### config.mk
export PLATFORM = sky130hd
export DESIGN_NAME = agu_pipe
export DESIGN_NICKNAME = d
export VERILOG_FILES = /design/src/rtl/agu_pipe.sv
export SDC_FILE = /design/constraint.sdc
export NUM_CORES = 1
export LEC_CHECK = 0
export CAP_MARGIN = 25
export CORE_ASPECT_RATIO = 1.4
export CORE_MARGIN = 2
export CORE_UTILIZATION = 29
export DETAILED_ROUTE_END_ITERATION = 10
export MAX_ROUTING_LAYER = met4
export PLACE_DENSITY_LB_ADDON = 0.15
export REMOVE_ABC_BUFFERS = 1
export SLEW_MARGIN = 20
export SYNTH_ARGS = -nofsm -noshare
export SYNTH_HDL_FRONTEND = slang
export SYNTH_SLANG_ARGS = --single-unit
### constraint.sdc
create_clock -name clk -period 3.41 [get_ports clk]
set_input_delay 0.682 -clock clk [delete_from_list [all_inputs] [get_ports clk]]
set_output_delay 0.682 -clock clk [all_outputs]
set_load 0.005 [all_outputs]
### src/rtl/agu_pipe.sv
// Pipelined segment:offset address generation unit with string-burst mode (op 6).
// Optional overflow flag output enabled by defining AGU_OVF_FLAG_EN.
module agu_pipe #(
    parameter int unsigned OFF_W     = 16,
    parameter int unsigned SEG_SHIFT = 4,
    parameter int unsigned ADDR_W    = 20,
    parameter int unsigned CNT_W     = 8
) (
    input  logic              clk,
    input  logic              rst,
    input  logic              in_valid,
    output logic              in_ready,
    input  logic [2:0]        op,
    input  logic [OFF_W-1:0]  relative,
    input  logic [OFF_W-1:0]  data_segment,
    input  logic [OFF_W-1:0]  data_ip,
    input  logic [OFF_W-1:0]  data_reg1,
    input  logic [OFF_W-1:0]  data_reg2,
    input  logic [CNT_W-1:0]  burst_len,
    input  logic              dir,
    input  logic              size,
    output logic              out_valid,
    input  logic              out_ready,
    output logic [ADDR_W-1:0] direction,
    output logic              out_last,
    output logic              busy
`ifdef AGU_OVF_FLAG_EN
    ,
    output logic              ovf
`endif
);

    localparam logic [2:0] OpBurst = 3'd6;

`ifdef AGU_OVF_FLAG_EN
    // Two extra bits hold the carries of a three-operand offset sum.
    localparam int unsigned OS_W = OFF_W + 2;
    localparam int unsigned SEG_W = OFF_W + SEG_SHIFT;
    localparam int unsigned PS_W = ((SEG_W > ADDR_W) ? SEG_W : ADDR_W) + 1;
`else
    localparam int unsigned OS_W = OFF_W;
    localparam int unsigned PS_W = ADDR_W;
`endif

    typedef enum logic [0:0] {StIdle, StBurst} state_e;

    state_e             state_q;
    logic               s1_valid_q;
    logic [OFF_W-1:0]   s1_seg_q;
    logic [OFF_W-1:0]   s1_off_q;
    logic               s1_last_q;
    logic [OFF_W-1:0]   b_seg_q;
    logic [OFF_W-1:0]   ptr_q;
    logic [CNT_W-1:0]   rem_q;
    logic               b_dec_q;
    logic               b_word_q;

    logic               out_adv;
    logic               s1_adv;
    logic               accept;
    logic               b_final;
    logic [OFF_W-1:0]   step;
    logic [OFF_W-1:0]   ptr_next;
    logic [OS_W-1:0]    off_sum;
    logic [PS_W-1:0]    phys_sum;

    // Each stage loads when empty or when its downstream stage is advancing.
    assign out_adv  = !out_valid || out_ready;
    assign s1_adv   = !s1_valid_q || out_adv;
    assign in_ready = !rst && (state_q == StIdle) && s1_adv;
    assign accept   = in_valid && in_ready;
    assign busy     = (state_q == StBurst) || s1_valid_q || out_valid;

    assign b_final  = (rem_q == CNT_W'(1));
    assign step     = b_word_q ? OFF_W'(2) : OFF_W'(1);
    assign ptr_next = b_dec_q ? (ptr_q - step) : (ptr_q + step);

    always_comb begin
        off_sum = '0;
        unique case (op)
            3'd0:    off_sum = OS_W'(data_ip);
            3'd1:    off_sum = OS_W'(relative);
            3'd2:    off_sum = OS_W'(data_reg1);
            3'd3:    off_sum = OS_W'(data_reg1) + OS_W'(relative);
            3'd4:    off_sum = OS_W'(data_reg1) + OS_W'(data_reg2);
            3'd5:    off_sum = OS_W'(data_reg1) + OS_W'(data_reg2) + OS_W'(relative);
            3'd6:    off_sum = '0;
            default: off_sum = OS_W'(data_reg1);
        endcase
    end

    // Wide enough to expose the carry out of ADDR_W when the flag is built in.
    assign phys_sum = (PS_W'(s1_seg_q) << SEG_SHIFT) + PS_W'(s1_off_q);

`ifdef AGU_OVF_FLAG_EN
    logic s1_ocarry_q;
`endif

    // Burst FSM and stage 1.
    always_ff @(posedge clk or posedge rst) begin
        if (rst) begin
            state_q    <= StIdle;
            s1_valid_q <= 1'b0;
            s1_seg_q   <= '0;
            s1_off_q   <= '0;
            s1_last_q  <= 1'b0;
            b_seg_q    <= '0;
            ptr_q      <= '0;
            rem_q      <= '0;
            b_dec_q    <= 1'b0;
            b_word_q   <= 1'b0;
`ifdef AGU_OVF_FLAG_EN
            s1_ocarry_q <= 1'b0;
`endif
        end else begin
            unique case (state_q)
                StIdle: begin
                    if (accept && (op == OpBurst)) begin
                        b_seg_q  <= data_segment;
                        ptr_q    <= data_reg1;
                        rem_q    <= (burst_len == '0) ? CNT_W'(1) : burst_len;
                        b_dec_q  <= dir;
                        b_word_q <= size;
                        state_q  <= StBurst;
                    end
                end
                StBurst: begin
                    if (s1_adv) begin
                        ptr_q <= ptr_next;
                        rem_q <= rem_q - CNT_W'(1);
                        if (b_final) begin
                            state_q <= StIdle;
                        end
                    end
                end
                default: state_q <= StIdle;
            endcase

            if (s1_adv) begin
                if (state_q == StBurst) begin
                    s1_valid_q <= 1'b1;
                    s1_seg_q   <= b_seg_q;
                    s1_off_q   <= ptr_q;
                    s1_last_q  <= b_final;
`ifdef AGU_OVF_FLAG_EN
                    s1_ocarry_q <= 1'b0;
`endif
                end else if (accept && (op != OpBurst)) begin
                    s1_valid_q <= 1'b1;
                    s1_seg_q   <= data_segment;
                    s1_off_q   <= off_sum[OFF_W-1:0];
                    s1_last_q  <= 1'b1;
`ifdef AGU_OVF_FLAG_EN
                    s1_ocarry_q <= |off_sum[OS_W-1:OFF_W];
`endif
                end else begin
                    s1_valid_q <= 1'b0;
                end
            end
        end
    end

    // Stage 2: output register, held while the consumer stalls.
    always_ff @(posedge clk or posedge rst) begin
        if (rst) begin
            out_valid <= 1'b0;
            direction <= '0;
            out_last  <= 1'b0;
`ifdef AGU_OVF_FLAG_EN
            ovf       <= 1'b0;
`endif
        end else if (out_adv) begin
            out_valid <= s1_valid_q;
            if (s1_valid_q) begin
                direction <= phys_sum[ADDR_W-1:0];
                out_last  <= s1_last_q;
`ifdef AGU_OVF_FLAG_EN
                ovf       <= s1_ocarry_q || (|phys_sum[PS_W-1:ADDR_W]);
`endif
            end
        end
    end

endmodule

==> impl_metrics.yaml, run 1 <==
placement:
  io_buffers: 120
  dp_hpwl_mm: 18.2
  placed_cell_area_um2: 10400
  routabilityCongestion: 0.850
  place_inst: 1483
worst_setup_path:
  crit_path_start_kind: "input port"
  cp.arrival_ps: 4230
  critPathKind: "in -> reg"
  critPathRequiredTime_ps: 3650
  cp-end-kind: "flip-flop"
  cp_max_fo: 3
finish:
  fin_cells: 1544
  diodes: 0
  final_util: 0.429
  synthToLayoutAreaGrowth_pct: 46.6
  postLayoutCellArea_um2: 11500
  nNetsFinal: 1336
  layout-drive-gt1-share: 0.258
pwr:
  power_density_nw_per_um2: 681
  p_leak_nw: 5.09
  max-vdd-ir-drop_uv: 308
  total_power_mw: 7.80
floorplan:
  io_pins: 121
  rows: 71
  core-area_um2: 26700
  die_h_um: 198
  die_x_um: 143
  die_area_um2: 28300
  initial_core_util: 0.292
clock_tree:
  cts_tree: "built"
  htree_num_levels: 3
  clock_latency_ps: 340
  clk_path_buf_depth: 2
  clkTransAtPathRegs_ps: 70
  cts.sinks: 99
  cts-root-buf: "clkbuf_16"
  cts_buffers: 9
sta:
  fin_crit_sh: 1.17
  holdWs_ps: 476
  max_slew_margin: 0.525
  timing.fmax_mhz: 251
  setup_viol: 10
  worst_pin_slew_ps: 712
  slew_violations: 0
  layout_setup_ws_ps: -581
  hold_violations: 0
  rsz0062_at_grt: "yes"
  skew_ps: 6.97
  period_minus_slack_ps: 3990
global_routing:
  grt_pass1_vias: 7443
  grt_pass1_wl_mm: 37.8
  grt_max_degree: 51
  grt.total_usage: 0.175
  grt-ovfl-total: 0
  antenna_found_initial: 0
worst_hold_path:
  hp-class: "reg -> reg"
synthesis:
  synth_edf_count: 0
  yosys-top-cells-area: "dfrtp_1 (32%), ha_1 (9.6%), o21ai_0 (6.0%)"
  synthFlopType: "dfrtp_1"
  async_flop_share: 1.00
  ys_seq_area_frac: 0.317
  ys_seq_elements: 99
  yosysUniqueCellTypes: 76
  synth_cells: 906
  mappedNetlistArea_um2: 7820
  syn_area_per_cell_um2: 8.63
  synth_largest_type_area_fraction: 0.317
  yosysWarnings: 0
  synth_area_leader_cell: "dfrtp_1"
flow_run:
  drv_cap: 0
detailed_routing:
  vias_per_cell: 4.78
  ant_nets: 0
  first_iter_violations: 196
  wl_mm: 23.6
  vias: 7384
  route.detailed.drc: 0
  wl_per_cell_um: 15.3
  drtPass1Iterations: 4
run_status:
  outcome: "complete, but fails checks"
  violations: "setup timing"
[through the flow]
stage | worst slack [ps] | setup TNS, ps
finish | -581 | -2330
global route | -785 | -4320
CTS | -597 | -1960
detailed placement | -1640 | -16070
global placement | -1530 | -15350
floorplan | -1430 | -49060
[flip-flops by register name, summed over array words and instances (netlist names)]
signal      cells
out_last        1
b_word_q        1
s1_valid_q      1
s1_last_q       1
s1_seg_q       16
b_seg_q        16
rem_q           8
out_valid       1
s1_off_q       16
ptr_q          16
direction      20
b_dec_q         1
state_q         1
[worst max-delay path: stages]
cell and delay, ps:
buf_8 100, ha_4 150, inv_2 50, fa_2 190
nor2b_1 40, o21ai_1 130, nand2b_1 100, buf_4 150
a21oi_4 170, nor2_4 60, a311oi_2 220, xnor2_1 120
mux2_4 300, ha_4 280, nand2_2 50, nor2_2 120
o211ai_1 100, buf_4 170, a31oi_4 190, o41ai_4 90
buf_4 160, nand3_2 50, nor2_1 40, a2111o_1 380
a21o_1 150
[synth_stat cells, types with 21 or more instances]
| master | instances |
|---|---|
| nor2_1 | 68 |
| mux2i_1 | 39 |
| mux2_2 | 28 |
| a21oi_1 | 56 |
| ha_1 | 60 |
| clkbuf_1 | 32 |
| dfrtp_1 | 99 |
| xor2_1 | 21 |
| nand2_1 | 121 |
| inv_1 | 34 |
| nor3_1 | 22 |
| o21ai_0 | 93 |
| xnor2_1 | 31 |
[kinds of logic (layout without fill, tap and decap cells)]
kind of cell / count (synthesis) / in the layout / synth area share
simple gates: 297 / 297 / 0.176
compound gates: 250 / 250 / 0.206
flops: 99 / 99 / 0.317
buf+inv: 73 / 346 / 0.0359
mux: 70 / 70 / 0.0989
fa+ha+maj: 65 / 65 / 0.108
xor+xnor: 52 / 52 / 0.0583
[cell usage in the layout (no fill, tap or decap), types with 30 or more instances in the layout]
| cell type | netlist | layout |
|---|---|---|
| a21oi_1 | 56 | 49 |
| buf_4 | 1 | 153 |
| clkdlybuf4s50_1 | 0 | 104 |
| dfrtp_1 | 99 | 98 |
| ha_1 | 60 | 44 |
| inv_1 | 34 | 30 |
| mux2i_1 | 39 | 39 |
| nand2_1 | 121 | 119 |
| nor2_1 | 68 | 62 |
| o21ai_0 | 93 | 74 |
| xnor2_1 | 31 | 30 |
[final timing paths]
kind / from / endpoint / slack, ps / cells past startpoint
worst max-delay path: data_reg2[0] / s1_off_q[15] / -580 / 25
max in group asynchronous: rst / s1_seg_q[3] / 1600 / 5
worst min register to register: direction[16] / direction[16] / 480 / 2
worst min-delay path: direction[16] / direction[16] / 480 / 2
worst max register to register: ptr_q[0] / ptr_q[14] / 290 / 13
min in group asynchronous: rst / out_valid / 760 / 3
[where the power goes]
part           internal (mW)  switching, mW  total, mW
sequential              1.74          0.457       2.20
combinational           2.33           2.28       4.61
clock                  0.564          0.431      0.995
total                   4.63           3.17       7.80
[cell type report]
cell class	count	area, um^2
inverter	34	130
timing repair buffer	297	2660
clock buffer	12	236
multi-input combinational	734	5460
sequential	99	2480
clock inverter	3	40.0
tap	365	457
fill	2669	15300
[layer usage]
| layer | GRT usage | part of all wire |
|---|---|---|
| met4 | 0.0719 | 0.038 |
| met2 | 0.312 | 0.52 |
| met3 | 0.0116 | 0.020 |
| met5 | - | 0 |
| met1 | 0.203 | 0.43 |
[what timing repair did]
action                                  4_1_cts  5_1_grt
pin swaps                                    66       20
gates resized for setup                     137       27
endpoints found under the setup margin       15       12
buffers inserted                             51        3
hold buffers                                  0        0
endpoints found under the hold margin         0        0
Power figures use the tool's default switching activity.
==> run 2: changes to the inputs <==
CAP_MARGIN = unset   (was 25)
==> run 2 against run 1 <==
Compared with the run above: the flow still finishes with violations (setup timing); clock skew rose by 3.4 ps; first-iteration DRC count rose by 19%; register-to-register slack barely moved; power rose by 0.54%; core utilization fell by 0.26 points.
==> impl_metrics.yaml, run 2 (synthesized netlist as in run 1, its figures left out) <==
run_status:
  outcome: "complete, but fails checks"
  violations: "setup timing"
worst_setup_path:
  slowest_delay_ps: 400
  cp.arrival_ps: 4250
  critPathKind: "in -> reg"
  worstPathCellList: "buf_8 -> ha_4 -> inv_2 -> fa_2 -> nor2b_1 -> o21ai_1 -> nand2b_1 -> buf_4 -> a21o_1 -> a21oi_2 -> xor2_1 -> o21ai_1 -> ha_2 -> or3_4 -> o211ai_1 -> a31oi_4 -> o41ai_4 -> and4b_1 -> a2111o_1 -> a21o_1"
  crit_path_start_kind: "input port"
  cp-end-kind: "flip-flop"
  cp_max_fo: 3
  critPathSlowestCell: "or3_4"
  crit_family: "compound AO/OA/AOI/OAI gates"
  worstPathBufferInverterCount: 3
  critPathRequiredTime_ps: 3650
detailed_routing:
  wl_mm: 23.5
  ant_nets: 0
  wl_per_cell_um: 15.3
  first_iter_violations: 234
  vias_per_cell: 4.80
  drtPass1Iterations: 4
  route.detailed.drc: 0
  vias: 7368
global_routing:
  antenna_found_initial: 0
  grt_pass1_wl_mm: 37.7
  grt.total_usage: 0.174
  grt_max_degree: 80
  grt_pass1_vias: 7390
  grt-ovfl-total: 0
floorplan:
  io_pins: 121
  die_area_um2: 28300
  initial_core_util: 0.292
  die_x_um: 143
  rows: 71
  die_h_um: 198
  core-area_um2: 26700
sta:
  skew_ps: 10.3
  layout_setup_ws_ps: -594
  rsz0062_at_grt: "yes"
  slew_violations: 0
  worst_pin_slew_ps: 745
  hold_violations: 0
  max_slew_margin: 0.503
  timing.fmax_mhz: 250
  setup_viol: 8
  fin_crit_sh: 1.17
  period_minus_slack_ps: 4000
pwr:
  clkPwrFrac: 0.138
  p_leak_nw: 5.08
  p_sw_mw: 3.18
  pwr-share-seq: 0.281
  pwr-share-comb: 0.581
  p_int_mw: 4.66
  max-vdd-ir-drop_uv: 336
  power_density_nw_per_um2: 688
  switching_share: 0.405
finish:
  fin_cells: 1536
  synthToLayoutAreaGrowth_pct: 45.7
  final_common_cell: "buf_4"
  largest_reg_flops: 20
  nNetsFinal: 1327
  layout-drive-gt1-share: 0.260
  final_cell_mix: "buf_4 (152), nand2_1 (119), clkdlybuf4s50_1 (104), dfrtp_1 (98), o21ai_0 (75)"
  diodes: 0
  largest_register: "direction"
placement:
  place_inst: 1482
  io_buffers: 120
  routabilityCongestion: 0.850
  dp_slack_ps: -1630
  dp_hpwl_mm: 18.0
clock_tree:
  holdBufCountCts: 0
  clk_path_buf_depth: 2
  cts_buffers: 9
  cts-root-buf: "clkbuf_16"
  htree_num_levels: 3
  clkTransAtPathRegs_ps: 70
  cts_tree: "built"
  clock_latency_ps: 350
  cts.sinks: 99
flow_run:
  drv_cap: 0
worst_hold_path:
  hp-class: "reg -> reg"
[run 2: cell types whose count changed in the layout (fill, tap and decap cells not counted), sizes merged]
cell	previous run	this run
dlygate4sd2	2	1
clkdlybuf4s15	9	1
clkbuf	12	16
clkinvlp	0	1
dlymetal6s2s	0	1
buf	182	177
[run 2: tightest hold or removal path: cells and delay by family, from the launching register on]
family,cells,cell delay (ps)
flip-flops,1,340
AO/OA/AOI/OAI,1,60
AND/OR/NAND/NOR,1,40
[run 2: path summary, 6_finish.rpt]
check | startpoint | to | slack (ps) | cells after the start
setup / recovery | data_reg1[0] | s1_off_q[15] | -590 | 20
hold / removal | s1_off_q[1] | s1_off_q[1] | 480 | 2
setup reg to reg | ptr_q[0] | ptr_q[14] | 280 | 13
hold reg to reg | s1_off_q[1] | s1_off_q[1] | 480 | 2
max in group asynchronous | rst | state_q | 1580 | 4
min in group asynchronous | rst | s1_valid_q | 770 | 3
[run 2: power groups by stage]
stage               clock (mW)  sequential (mW)  combinational [mW]
global placement             0             2.22                4.29
finish                    1.09             2.20                4.55
floorplan                    0             2.19                2.84
global route              1.16             2.30                5.12
detailed placement           0             2.23                4.34
CTS                       1.13             2.21                4.54
[run 2: metal layers]
| layer | up-vias | wire length (um) | GRT usage | part of all wire |
|---|---|---|---|---|
| li1 | 3777 | - | - | - |
| met1 | 3448 | 9990 | 0.204 | 0.42 |
| met2 | 111 | 12400 | 0.314 | 0.53 |
| met3 | 32 | 586 | 0.0128 | 0.025 |
| met4 | 0 | 573 | 0.0605 | 0.024 |
| met5 | - | 0 | - | 0 |
[run 2: timing repair]
item | 4_1_cts | 5_1_grt
setup buffers | 40 | 15
endpoints found under the setup margin | 15 | 15
pin swaps | 60 | 59
gates resized for setup | 123 | 47
[run 2: area by class of cell]
cell class              count  area (um^2)
fillers                  2698        15300
multi-input cells         734         5500
repair buffers            288         2510
flip-flops and latches     99         2480
well taps                 365          457
clock buffers              12          267
inverters                  34          130
clock inverters             4         47.5
[run 2: through the flow]
step                 util  TNS [ps]  hold WS, ps  instance area, um^2  power [mW]
floorplan               -    -49060          446                 7660        5.03
global placement    0.387    -15350          460                10300        6.51
detailed placement  0.387    -15890          469                10300        6.56
CTS                 0.419     -1530          486                11200        7.88
global route        0.426     -4610          513                11400        8.58
finish              0.426     -2620          477                11400        7.84
==> run 3: changes to the inputs <==
CAP_MARGIN = 20   (was unset)
==> results of run 3 <==
No change in the layout: final DEF, timing and power equal those of run 2.
